## src/rtl/fetch_pkg.sv

```systemverilog
// Shared fetch-stage types and constants: word width, reset PC, NOP encoding and the queue entry layout.
package fetch_pkg;

  localparam int              XLEN      = 32;
  localparam logic [XLEN-1:0] RESET_PC  = 32'h0000_0000;
  localparam logic [XLEN-1:0] NOP_INSTR = 32'h0000_0013;

  typedef struct packed {
    logic [XLEN-1:0] pc;
    logic [XLEN-1:0] instr;
  } fetch_entry_t;

endpackage

```

## src/rtl/fetch_queue.sv

```systemverilog
// Prefetch FIFO of fetch_entry_t; head readable in the cycle after a push, flush empties it.
// Latency 1 cycle push-to-head; simultaneous push/pop allowed when full, caller honours full.
module fetch_queue
  import fetch_pkg::*;
#(
  parameter int DEPTH = 2
) (
  input  logic         clk,
  input  logic         rst_n,
  input  logic         flush,
  input  logic         push,
  input  fetch_entry_t push_entry,
  input  logic         pop,
  output fetch_entry_t head,
  output logic         full,
  output logic         empty
);

  localparam int PW = (DEPTH > 1) ? $clog2(DEPTH) : 1;
  localparam int CW = $clog2(DEPTH + 1);

  fetch_entry_t   storage [DEPTH];
  logic [PW-1:0]  wr_ptr;
  logic [PW-1:0]  rd_ptr;
  logic [CW-1:0]  count;

  // DEPTH is a power of two, so the pointers wrap by plain overflow.
  always_ff @(posedge clk) begin
    if (!rst_n || flush) begin
      wr_ptr <= '0;
      rd_ptr <= '0;
      count  <= '0;
    end else begin
      if (push) wr_ptr <= wr_ptr + 1'b1;
      if (pop)  rd_ptr <= rd_ptr + 1'b1;
      case ({push, pop})
        2'b10:   count <= count + 1'b1;
        2'b01:   count <= count - 1'b1;
        default: count <= count;
      endcase
    end
  end

  always_ff @(posedge clk) begin
    if (push) storage[wr_ptr] <= push_entry;
  end

  assign head  = storage[rd_ptr];
  assign full  = (count == CW'(DEPTH));
  assign empty = (count == '0);

endmodule

```

## src/rtl/fetch_unit.sv

```systemverilog
// Instruction fetch: PC, prefetch queue, redirect handling; FETCH_MISALIGN_TRAP_EN halts on misaligned targets.
// First instruction 1 cycle after reset release, redirect target 2 cycles after; fetch stops while the queue is full.
module fetch_unit
  import fetch_pkg::*;
#(
  parameter int                XLEN     = fetch_pkg::XLEN,
  parameter logic [XLEN-1:0]   RESET_PC = fetch_pkg::RESET_PC,
  parameter int                DEPTH    = 2
) (
  input  logic            clk,
  input  logic            rst_n,
  output logic [XLEN-1:0] imem_addr,
  input  logic [XLEN-1:0] imem_rdata,
  input  logic            redirect_valid,
  input  logic [XLEN-1:0] redirect_pc,
  output logic            if_valid,
  input  logic            if_ready,
  output logic [XLEN-1:0] if_pc,
  output logic [XLEN-1:0] if_pc_plus4,
  output logic [XLEN-1:0] if_instr,
  output logic            if_misaligned
);

  logic [XLEN-1:0] pc;
  logic [XLEN-1:0] redirect_tgt;
  logic            halted;
  logic            push;
  logic            pop;
  logic            full;
  logic            empty;
  fetch_entry_t    new_entry;
  fetch_entry_t    head;

`ifdef FETCH_MISALIGN_TRAP_EN
  always_ff @(posedge clk) begin
    if (!rst_n) begin
      halted <= 1'b0;
    end else if (redirect_valid) begin
      halted <= |redirect_pc[1:0];
    end
  end
  assign redirect_tgt  = redirect_pc;
  assign if_misaligned = halted && rst_n;
`else
  assign halted        = 1'b0;
  assign redirect_tgt  = redirect_pc & ~XLEN'(3);
  assign if_misaligned = 1'b0;
`endif

  // A redirect squashes both handshakes in its own cycle; the queue is flushed at the edge.
  assign if_valid = rst_n && !empty && !redirect_valid && !halted;
  assign pop      = if_valid && if_ready;
  assign push     = (!full || pop) && !redirect_valid && !halted;

  always_ff @(posedge clk) begin
    if (!rst_n) begin
      pc <= RESET_PC;
    end else if (redirect_valid) begin
      pc <= redirect_tgt;
    end else if (push) begin
      pc <= pc + XLEN'(4);
    end
  end

  assign imem_addr       = pc;
  assign new_entry.pc    = pc;
  assign new_entry.instr = imem_rdata;

  fetch_queue #(
    .DEPTH(DEPTH)
  ) u_queue (
    .clk       (clk),
    .rst_n     (rst_n),
    .flush     (redirect_valid),
    .push      (push),
    .push_entry(new_entry),
    .pop       (pop),
    .head      (head),
    .full      (full),
    .empty     (empty)
  );

  assign if_pc       = head.pc;
  assign if_instr    = head.instr;
  assign if_pc_plus4 = head.pc + XLEN'(4);

endmodule

```

## config.mk

```make
export PLATFORM = sky130hd
export DESIGN_NAME = fetch_unit
export DESIGN_NICKNAME = d
export VERILOG_FILES = /design/src/rtl/fetch_pkg.sv /design/src/rtl/fetch_queue.sv /design/src/rtl/fetch_unit.sv
export SDC_FILE = /design/constraint.sdc
export NUM_CORES = 1
export LEC_CHECK = 0
export ABC_AREA = 1
export CORE_MARGIN = 1.5
export CORE_UTILIZATION = 40
export CTS_BUF_LIST = sky130_fd_sc_hd__clkbuf_8
export DETAILED_ROUTE_END_ITERATION = 10
export MAX_ROUTING_LAYER = met4
export PLACE_DENSITY = 0.67
export SETUP_SLACK_MARGIN = 0.4
export SYNTH_ARGS = -nofsm -noshare
export SYNTH_HDL_FRONTEND = slang
export SYNTH_SLANG_ARGS = --single-unit
```

## constraint.sdc

```tcl
create_clock -name clk -period 6.9 [get_ports clk]
set_input_delay 2.07 -clock clk [delete_from_list [all_inputs] [get_ports clk]]
set_output_delay 2.07 -clock clk [all_outputs]
set_load 0.01 [all_outputs]
```

Word-level counts from Yosys, hierarchy flattened --
Memories as Yosys holds them, arrays and structs flattened. A register that Yosys moved wholly into a read port is not among the register bits. Cells that the tools add are included.
Cells by class: add/subtract/negate cells 6, reduce and logical (&&, ||, !) cells 14, multiplexer cells 7, bitwise logic cells 1, equality and inequality tests 3
Operators by type and width (count):
- adder 32 x 3 -> 32 bit, second input constant | 2
- two-way mux 32 bit | 2
- equality test 2 bit, second input constant | 2
- logical AND 1 bit | 4
- zero test 1 bit | 4
- two-way mux 1 bit | 4
- one-hot mux 2 bit (2 select lines) | 1
- nonzero test 2 bit | 2
- adder 1 bit, second input constant | 2
- adder 2 x 1 -> 2 bit, second input constant | 1
- equality test 2 x 1 -> 1 bit, second input constant | 1
- zero test 2 bit | 1
- logical OR 1 bit | 2
- OR reduction 2 bit | 1
- subtractor 2 x 1 -> 2 bit, second input constant | 1
- inverter 1 bit | 1
Storage, ports and cells: flip-flop bits (word level) 36, logic and storage cells 37, memories kept 1, bits of input ports 68, output and inout port bits 130, memory bits (writable) 128
Memories:
- u_queue.storage | words 2, width 64, read ports 1, clocked after Yosys merged registers in 1, write ports 1, line fetch_queue.sv:22 | fetch_entry_t storage [DEPTH];

Longest topological paths before layout --
Gate-level depths: netlist of run 1.
depth after elaboration 9, mapped depth 12, mapped depth without buffers 11

Hierarchy --
A second synthesis of run 1 with hierarchy kept.
Unflattened totals: cells, all modules 764, area, all modules 8127.8 um^2
By module, submodules not included:
- fetch_queue | area each 5143.7 um^2, cells each 231, sequential area each 3943.8 um^2, instances 1
- fetch_unit | area each 2984.1 um^2, cells each 533, sequential area each 600.6 um^2, instances 1

Worst setup path after synthesis of run 1 --
No wires, ideal clock.
path kind input port to flip-flop, from input port rst_n, to memory u_queue.storage[0][0] (netlist name), enable pin, arrival time 5.226 ns, stages on the path 6, library setup time 0.484 ns, slack 1.190 ns, data required time 6.416 ns, buffers on the path 0, cell sequence inv_2 -> nor2_4 -> nand3b_2 -> nand2_4 -> nand2_2 -> nor2_1
On the way: cells in the longest elaborated chain, start to end 7
RTL lines:
- start: declaration | line fetch_unit.sv:11 | input logic rst_n,
- logical AND 1 bit (2 in a row) | line fetch_unit.sv:51 | assign if_valid = rst_n && !empty && !redirect_valid && !halted;
- logical AND 1 bit | line fetch_unit.sv:52 | assign pop = if_valid && if_ready;
- logical OR 1 bit | line fetch_unit.sv:53 | assign push = (!full || pop) && !redirect_valid && !halted;
- logical AND 1 bit | line fetch_unit.sv:53
- two-way mux 1 bit | line fetch_queue.sv:45 | if (push) storage[wr_ptr] <= push_entry;
- two-way mux 1 bit (implied by the code) | line fetch_queue.sv:45
- end: declaration | line fetch_queue.sv:22
No other way between the ends.

Worst setup path in the final report of run 1 --
from input port redirect_valid, to output port if_valid
On the way: cells in the longest elaborated chain, start to end 2
RTL lines:
- start: declaration | line fetch_unit.sv:14 | input logic redirect_valid,
- zero test 1 bit | line fetch_unit.sv:51
- logical AND 1 bit | line fetch_unit.sv:51
- end: declaration | line fetch_unit.sv:16 | output logic if_valid,
No other way between the ends.

==> impl_results.md, run 1 <==
- Final setup vio count: 0
- GRT Residual Overflow: 0
- Worst vdd ir: 123 uV
- Postcts setup bufs: 0
- RSZ-0062 raised after global routing: no
- Port Buffers: 188
- Pwr dens: 212 nW/um2
- TritonCTS Sinks: 159
- Routability cong.: 0.906
- Ys Warns: 0
- Die footprint: between 20,000 and 25,000 um2
- Slew Limit Fails: 0
- Slew @ Worst Pin: 917 ps
- Vert. Die Dim: 143 um
- Worst Hold Class: flip-flop to flip-flop
- DRC Markers: 0
- Worst clock skew: roughly 7.2 ps
- Clock root cell: clkbuf_8
- Routed vias: 6,326
- CTS tree: built
- Hold Crit Start: u_queue.count[1]
- WS Path Type: input pin to output pin
- Die Wd: between 100 and 150 um
- Post-synthesis xor/xnor area fraction: 3.33%
- Total Wirelength: about 20,000 um
- Tmin final: roughly 5600 ps
- Hold Path Stages: 2
- Synth Area in Compound Gates: roughly 5.4%
- Worst setup SP type: input pin
- EDFF count, synth: 124
- Adder-Cell Fraction of Synth Area: 0.635%
- Worst reg2reg startpoint: u_queue.count[0]
- Fraction of layout cells with a size suffix above 1: 9.52%
- Largest net degree at the start of global routing: 71
- Slew margin rel.: 38.8%
- Ant diodes: 0
- H-tree levels: 4
- Detail Route Antenna Nets: 0
- Clock Latency Late Sink: 450 ps
- Fin nets: 1,130
- Sequential-to-total area share from yosys stat: 56.1%
- Hold EP: u_queue.count[1]
- Synthesis-stage register bit count: 159
- Post-cts resize count: 0
- DPL Wire Length: 14,900 um
- Total GRT Usage: 20.8%
- Final hold violations: 0
- Worst Setup End Kind: output pin
- Worst R2R Setup Slack: roughly 4300 ps
- TritonCTS buffer count: 17
- Finished Layout Cells: about 1,300
- Syn avg cell area: 9.10 um2
- Reg-to-Reg End: u_queue.storage[1][62]
- Synth unique cells: 36
- Initial Util: 40.6%
- Most frequent cells in the layout: nand2_1, clkdlybuf4s50_1, edfxtp_1
- First-pass GRT wire length: 31,100 um
- Synthesis-to-layout area growth: 32.6%
- Cell depth of the worst flop-to-flop path: 7
- Worst-path maximum fanout: 11
- Max Cap Viol: 0
- Synth Flop Type: edfxtp_1
- DR vias/cell: 4.74
- Final core utilization: 53.9%
- Reg clk slew, reported paths: 80 ps
- Hold_buf cts: 0
- Number of global-route vias before repair: between 5,000 and 6,000
- WL/cell: 15.1 um
- Post-synth ARST share: 0%
- I/O Pins: 198
- CP required: 4830 ps
- Worst setup slack after layout: 1310 ps
- Setup TNS: 0 ps
- Commonest non-fill, non-tap cell in the layout: nand2_1
- Max Fclk: 0.179 GHz
- Router iterations before antenna repair: 5
- Placed insts: 1,304
- Status: finished, final reports clean
- Rows: a little over 50
- DRT iter0 DRCs: 378
- Area after DPL: 10,000 um2
- Worst slack, placed: 1320 ps
- Fin crit share: 81.0%
- Initial antenna violation count: 0
- Post-Synth Simple-Gate Area: 22.2%
- Cell count after synthesis: 866
- Fill count: ~1,800
- Main combinational cell family by area after synthesis: simple AND/OR/NAND/NOR gates
- Crit path DAT: 3520 ps
- Leakage power: around 4.0 nW
- Fin area: 10,500 um2
- CTS max path bufs: 2
- Cell Area, Synth: around 7900 um2
- Core area: 19,400 um2
- Mux share of post-synthesis cell area: 4.57%
[metal layers]
metal / track usage [%] / share of wire (%) / vias to the layer above
li1: - / - / 3174
met1: 26.7 / 45 / 2922
met2: 32.9 / 47 / 201
met3: 4.17 / 5.9 / 29
met4: 7.20 / 2.1 / 0
met5: - / 0 / -
[state kept, by name, indices dropped and copies added (netlist names), named ones only]
| register | count |
|---|---|
| u_queue.rd_ptr | 1 |
| u_queue.storage | 124 |
| u_queue.wr_ptr | 1 |
| imem_addr | 30 |
| u_queue.count | 2 |
[worst max-delay path, cell delays in order]
cell	delay [ps]
clkdlybuf4s50_1	410
inv_1	310
nand2_1	90
nor2_1	100
clkdlybuf4s50_1	540
[cells by family after synthesis]
group	count (synthesis)
AND/OR/NAND/NOR	422
flip-flops	159
buffers and inverters	143
AO/OA/AOI/OAI	75
multiplexers	32
XOR/XNOR	30
adder cells (fa/ha/maj)	4
other	1
[report_power, final]
group | internal (mW) | switching, mW | total, mW
sequential | 1.08 | 0.0362 | 1.12
clock | 0.429 | 0.338 | 0.767
combinational | 0.166 | 0.162 | 0.327
total | 1.68 | 0.536 | 2.21
[per-stage QoR]
step | hold WS (ps) | total power, mW
2_1_floorplan | 451 | 1.28
3_3_place_gp | 463 | 1.47
3_5_place_dp | 480 | 1.47
4_1_cts | 492 | 2.24
5_1_grt | 515 | 2.31
6_report | 491 | 2.21
[how the worst max path moves through the flow]
stage	from	cells after the start	slack, ps	endpoint
after floorplan	rst_n	6	1190	u_queue.storage[0][0]
after global placement	redirect_valid	5	1310	if_valid
after detailed placement	redirect_valid	5	1320	if_valid
after CTS	redirect_valid	5	1310	if_valid
after global routing	flip-flop	8	1140	if_pc_plus4[16]
final	redirect_valid	5	1310	if_valid
[synthesized netlist by cell type, types with 5 or more instances]
master	n	area share [%]
mux2_2	32	4.6
buf_4	9	0.86
o21ai_0	15	0.95
nand2_1	238	11
o21ai_2	8	0.89
nand3_1	34	2.2
nand3b_1	5	0.48
nor2_1	117	5.6
nor2_2	6	0.48
buf_2	7	0.44
a21oi_1	27	1.7
inv_2	6	0.29
o21ai_1	15	0.95
edfxtp_1	124	47
xnor2_1	6	0.67
inv_1	110	5.2
dfxtp_1	35	8.9
xor2_1	24	2.7
nand4_1	7	0.56
a31oi_1	7	0.56
clkbuf_1	6	0.29
nor3_1	5	0.32
[area by class of cell]
cell class / count / area [um2] / share of cell area (%)
well taps: 265 / 332 / 3.17
clock inverters: 15 / 215 / 2.06
flip-flops and latches: 159 / 4430 / 42.4
inverters: 117 / 439 / 4.20
clock buffers: 17 / 234 / 2.24
repair buffers: 193 / 1920 / 18.4
multi-input cells: 570 / 2890 / 27.6
Note: power is estimated with default switching activity, not from simulation.
==> inputs of run 2 (changes only) <==
--- a/config.mk
+++ b/config.mk
@@ -11,7 +11,7 @@
 export CTS_BUF_LIST = sky130_fd_sc_hd__clkbuf_8
 export DETAILED_ROUTE_END_ITERATION = 10
 export MAX_ROUTING_LAYER = met4
-export PLACE_DENSITY = 0.67
+export PLACE_DENSITY = 0.7
 export SETUP_SLACK_MARGIN = 0.4
 export SYNTH_ARGS = -nofsm -noshare
 export SYNTH_HDL_FRONTEND = slang
==> constraint.sdc (replaced) <==
create_clock -name clk -period 5 [get_ports clk]
set_input_delay 1.5 -clock clk [delete_from_list [all_inputs] [get_ports clk]]
set_output_delay 1.5 -clock clk [all_outputs]
set_load 0.01 [all_outputs]
==> run 2 against run 1 <==
  * Setup slack worse by 690 ps
  * Register-to-register slack worse by 1400 ps
  * Highest routed layer unchanged
  * Total power is 36% higher
  * Via count hardly changed
  * Sequential power is 38% higher
  * Non-clock buffer count is 4 higher
  * Combinational power is 40% higher
  * Largest cell class unchanged
  * Critical path depth is 3 higher
  * Utilization is 0.090 points higher
  * First-iteration DRC count is 1.6% higher
  * Die area stayed put
==> impl_results.md, run 2 (synthesis gave the netlist of run 1 again) <==
- Total Wirelength: 20,400 um
- Setup TNS: 0 ps
- Fin area: 10,500 um2
- Ant diodes: 0
- TritonCTS Sinks: 159
- Worst-path maximum fanout: 21
- Clock root cell: clkbuf_8
- Detail Route Antenna Nets: 0
- Final hold violations: 0
- Max Fclk: 0.228 GHz
- Worst vdd ir: 170 uV
- Worst Hold Class: flip-flop to flip-flop
- Leakage power: 3.99 nW
- Status: finished, final reports clean
- Initial Util: 40.6%
- DRT iter0 DRCs: 384
- Synthesis-to-layout area growth: 32.8%
- Crit path DAT: 2880 ps
- Commonest non-fill, non-tap cell in the layout: nand2_1
- CP required: between 3000 and 4000 ps
- Area after DPL: 10,000 um2
- Routability cong.: 0.888
- CTS max path bufs: 2
- Hold_buf cts: 0
- Final setup vio count: 0
- Port Buffers: 188
- Core area: 19,400 um2
- First-pass GRT wire length: 31,000 um
- Number of global-route vias before repair: 5,785
- Worst Setup End Kind: output pin
- Slew Limit Fails: 0
- Routed vias: 6,327
- Biggest register: u_queue.storage
- DRC Markers: 0
- GRT Residual Overflow: 0
- RSZ-0062 raised after global routing: yes
- TritonCTS buffer count: 17
- WS Path Type: flip-flop to output pin
- Fraction of layout cells with a size suffix above 1: a little under a tenth
- Worst clock skew: 9.57 ps
- Most frequent cells in the layout: nand2_1, clkdlybuf4s50_1, edfxtp_1
- Die footprint: roughly 21,000 um2
- Vert. Die Dim: 143 um
- Router iterations before antenna repair: 5
- Worst setup SP type: flip-flop
- H-tree levels: 4
- Rows: between 50 and 60
- Clock Latency Late Sink: 450 ps
- Largest net degree at the start of global routing: 40
- Slew @ Worst Pin: approximately 860 ps
- Fin crit share: 87.6%
- Slew margin rel.: 42.9%
- DPL Wire Length: 15,100 um
- Max reg flops: 124
- Initial antenna violation count: 0
- CTS tree: built
- Tmin final: 4380 ps
- WL/cell: 15.2 um
- Die Wd: approximately 140 um
- Fin nets: 1,134
- I/O Pins: 198
- Max Cap Viol: 0
- DR vias/cell: 4.72
- Reg clk slew, reported paths: 80 ps
- Total GRT Usage: 20.5%
- Pwr dens: 288 nW/um2
-- run 2: critical path, cell delays in order, from the launching register on --
cell and delay, ps:
dfxtp_4 530, o21ai_1 200, inv_2 150, ha_1 250, nand3_2 180, nor2_1 290, nand2_1 120, xor2_1 140
clkdlybuf4s50_1 560
-- run 2: stage by stage --
| stage | worst slack (ps) | hold slack (ps) | instances | utilization (%) | total power, mW |
|---|---|---|---|---|---|
| 6_report | 622 | 485 | 1340 | 54.0 | 3.01 |
| 5_1_grt | 347 | 519 | 1340 | 54.0 | 3.14 |
| 4_1_cts | 439 | 490 | 1339 | 53.9 | 3.03 |
| 3_5_place_dp | 736 | 478 | 1307 | 51.7 | 2.03 |
| 3_3_place_gp | 741 | 462 | 1307 | 51.7 | 2.02 |
| 2_1_floorplan | 907 | 451 | 872 | - | 1.77 |
-- run 2: layout make-up --
type | instances | area, um2
Clock buffer | 17 | 234
Clock inverter | 15 | 191
Fill cell | 1784 | 8930
Inverter | 117 | 439
Multi-Input combinational cell | 570 | 2890
Sequential cell | 159 | 4430
Tap cell | 265 | 332
Timing Repair Buffer | 197 | 1960
-- run 2: report_power, final --
group	total (mW)	switching, mW	internal (mW)
clock network	1.01	0.468	0.542
logic	0.457	0.226	0.231
registers	1.54	0.0487	1.50
total	3.01	0.742	2.27
-- run 2: final timing paths --
check / start / endpoint / slack (ps) / depth (start not counted)
worst min register to register: u_queue.count[1] / u_queue.count[1] / 490 / 2
worst max-delay path: flip-flop / if_pc_plus4[16] / 620 / 8
worst max register to register: u_queue.count[0] / u_queue.storage[1][5] / 2930 / 7
worst min-delay path: u_queue.count[1] / u_queue.count[1] / 490 / 2
-- run 2: per-layer routing --
metal | share of wire (%) | global-route usage [%]
met2 | 49 | 33.1
met3 | 6.1 | 3.60
met1 | 44 | 26.5
met4 | 1.5 | 6.23
met5 | 0 | -
-- run 2: what timing repair did --
item                                    4_1_cts  5_1_grt
setup buffers                                 0        1
endpoints found under the hold margin         0        0
endpoints found under the setup margin        0       22
gates resized for setup                       0        1
==> inputs of run 3 (changes only) <==
--- a/config.mk
+++ b/config.mk
@@ -6,9 +6,11 @@
 export NUM_CORES = 1
 export LEC_CHECK = 0
 export ABC_AREA = 1
+export ABC_CLOCK_PERIOD_IN_PS = 5000
 export CORE_MARGIN = 1.5
 export CORE_UTILIZATION = 40
 export CTS_BUF_LIST = sky130_fd_sc_hd__clkbuf_8
+export CTS_CLUSTER_DIAMETER = 60
 export DETAILED_ROUTE_END_ITERATION = 10
 export MAX_ROUTING_LAYER = met4
 export PLACE_DENSITY = 0.7
==> results of run 3 <==
The final DEF is identical to that of run 2; final timing and power are the same.
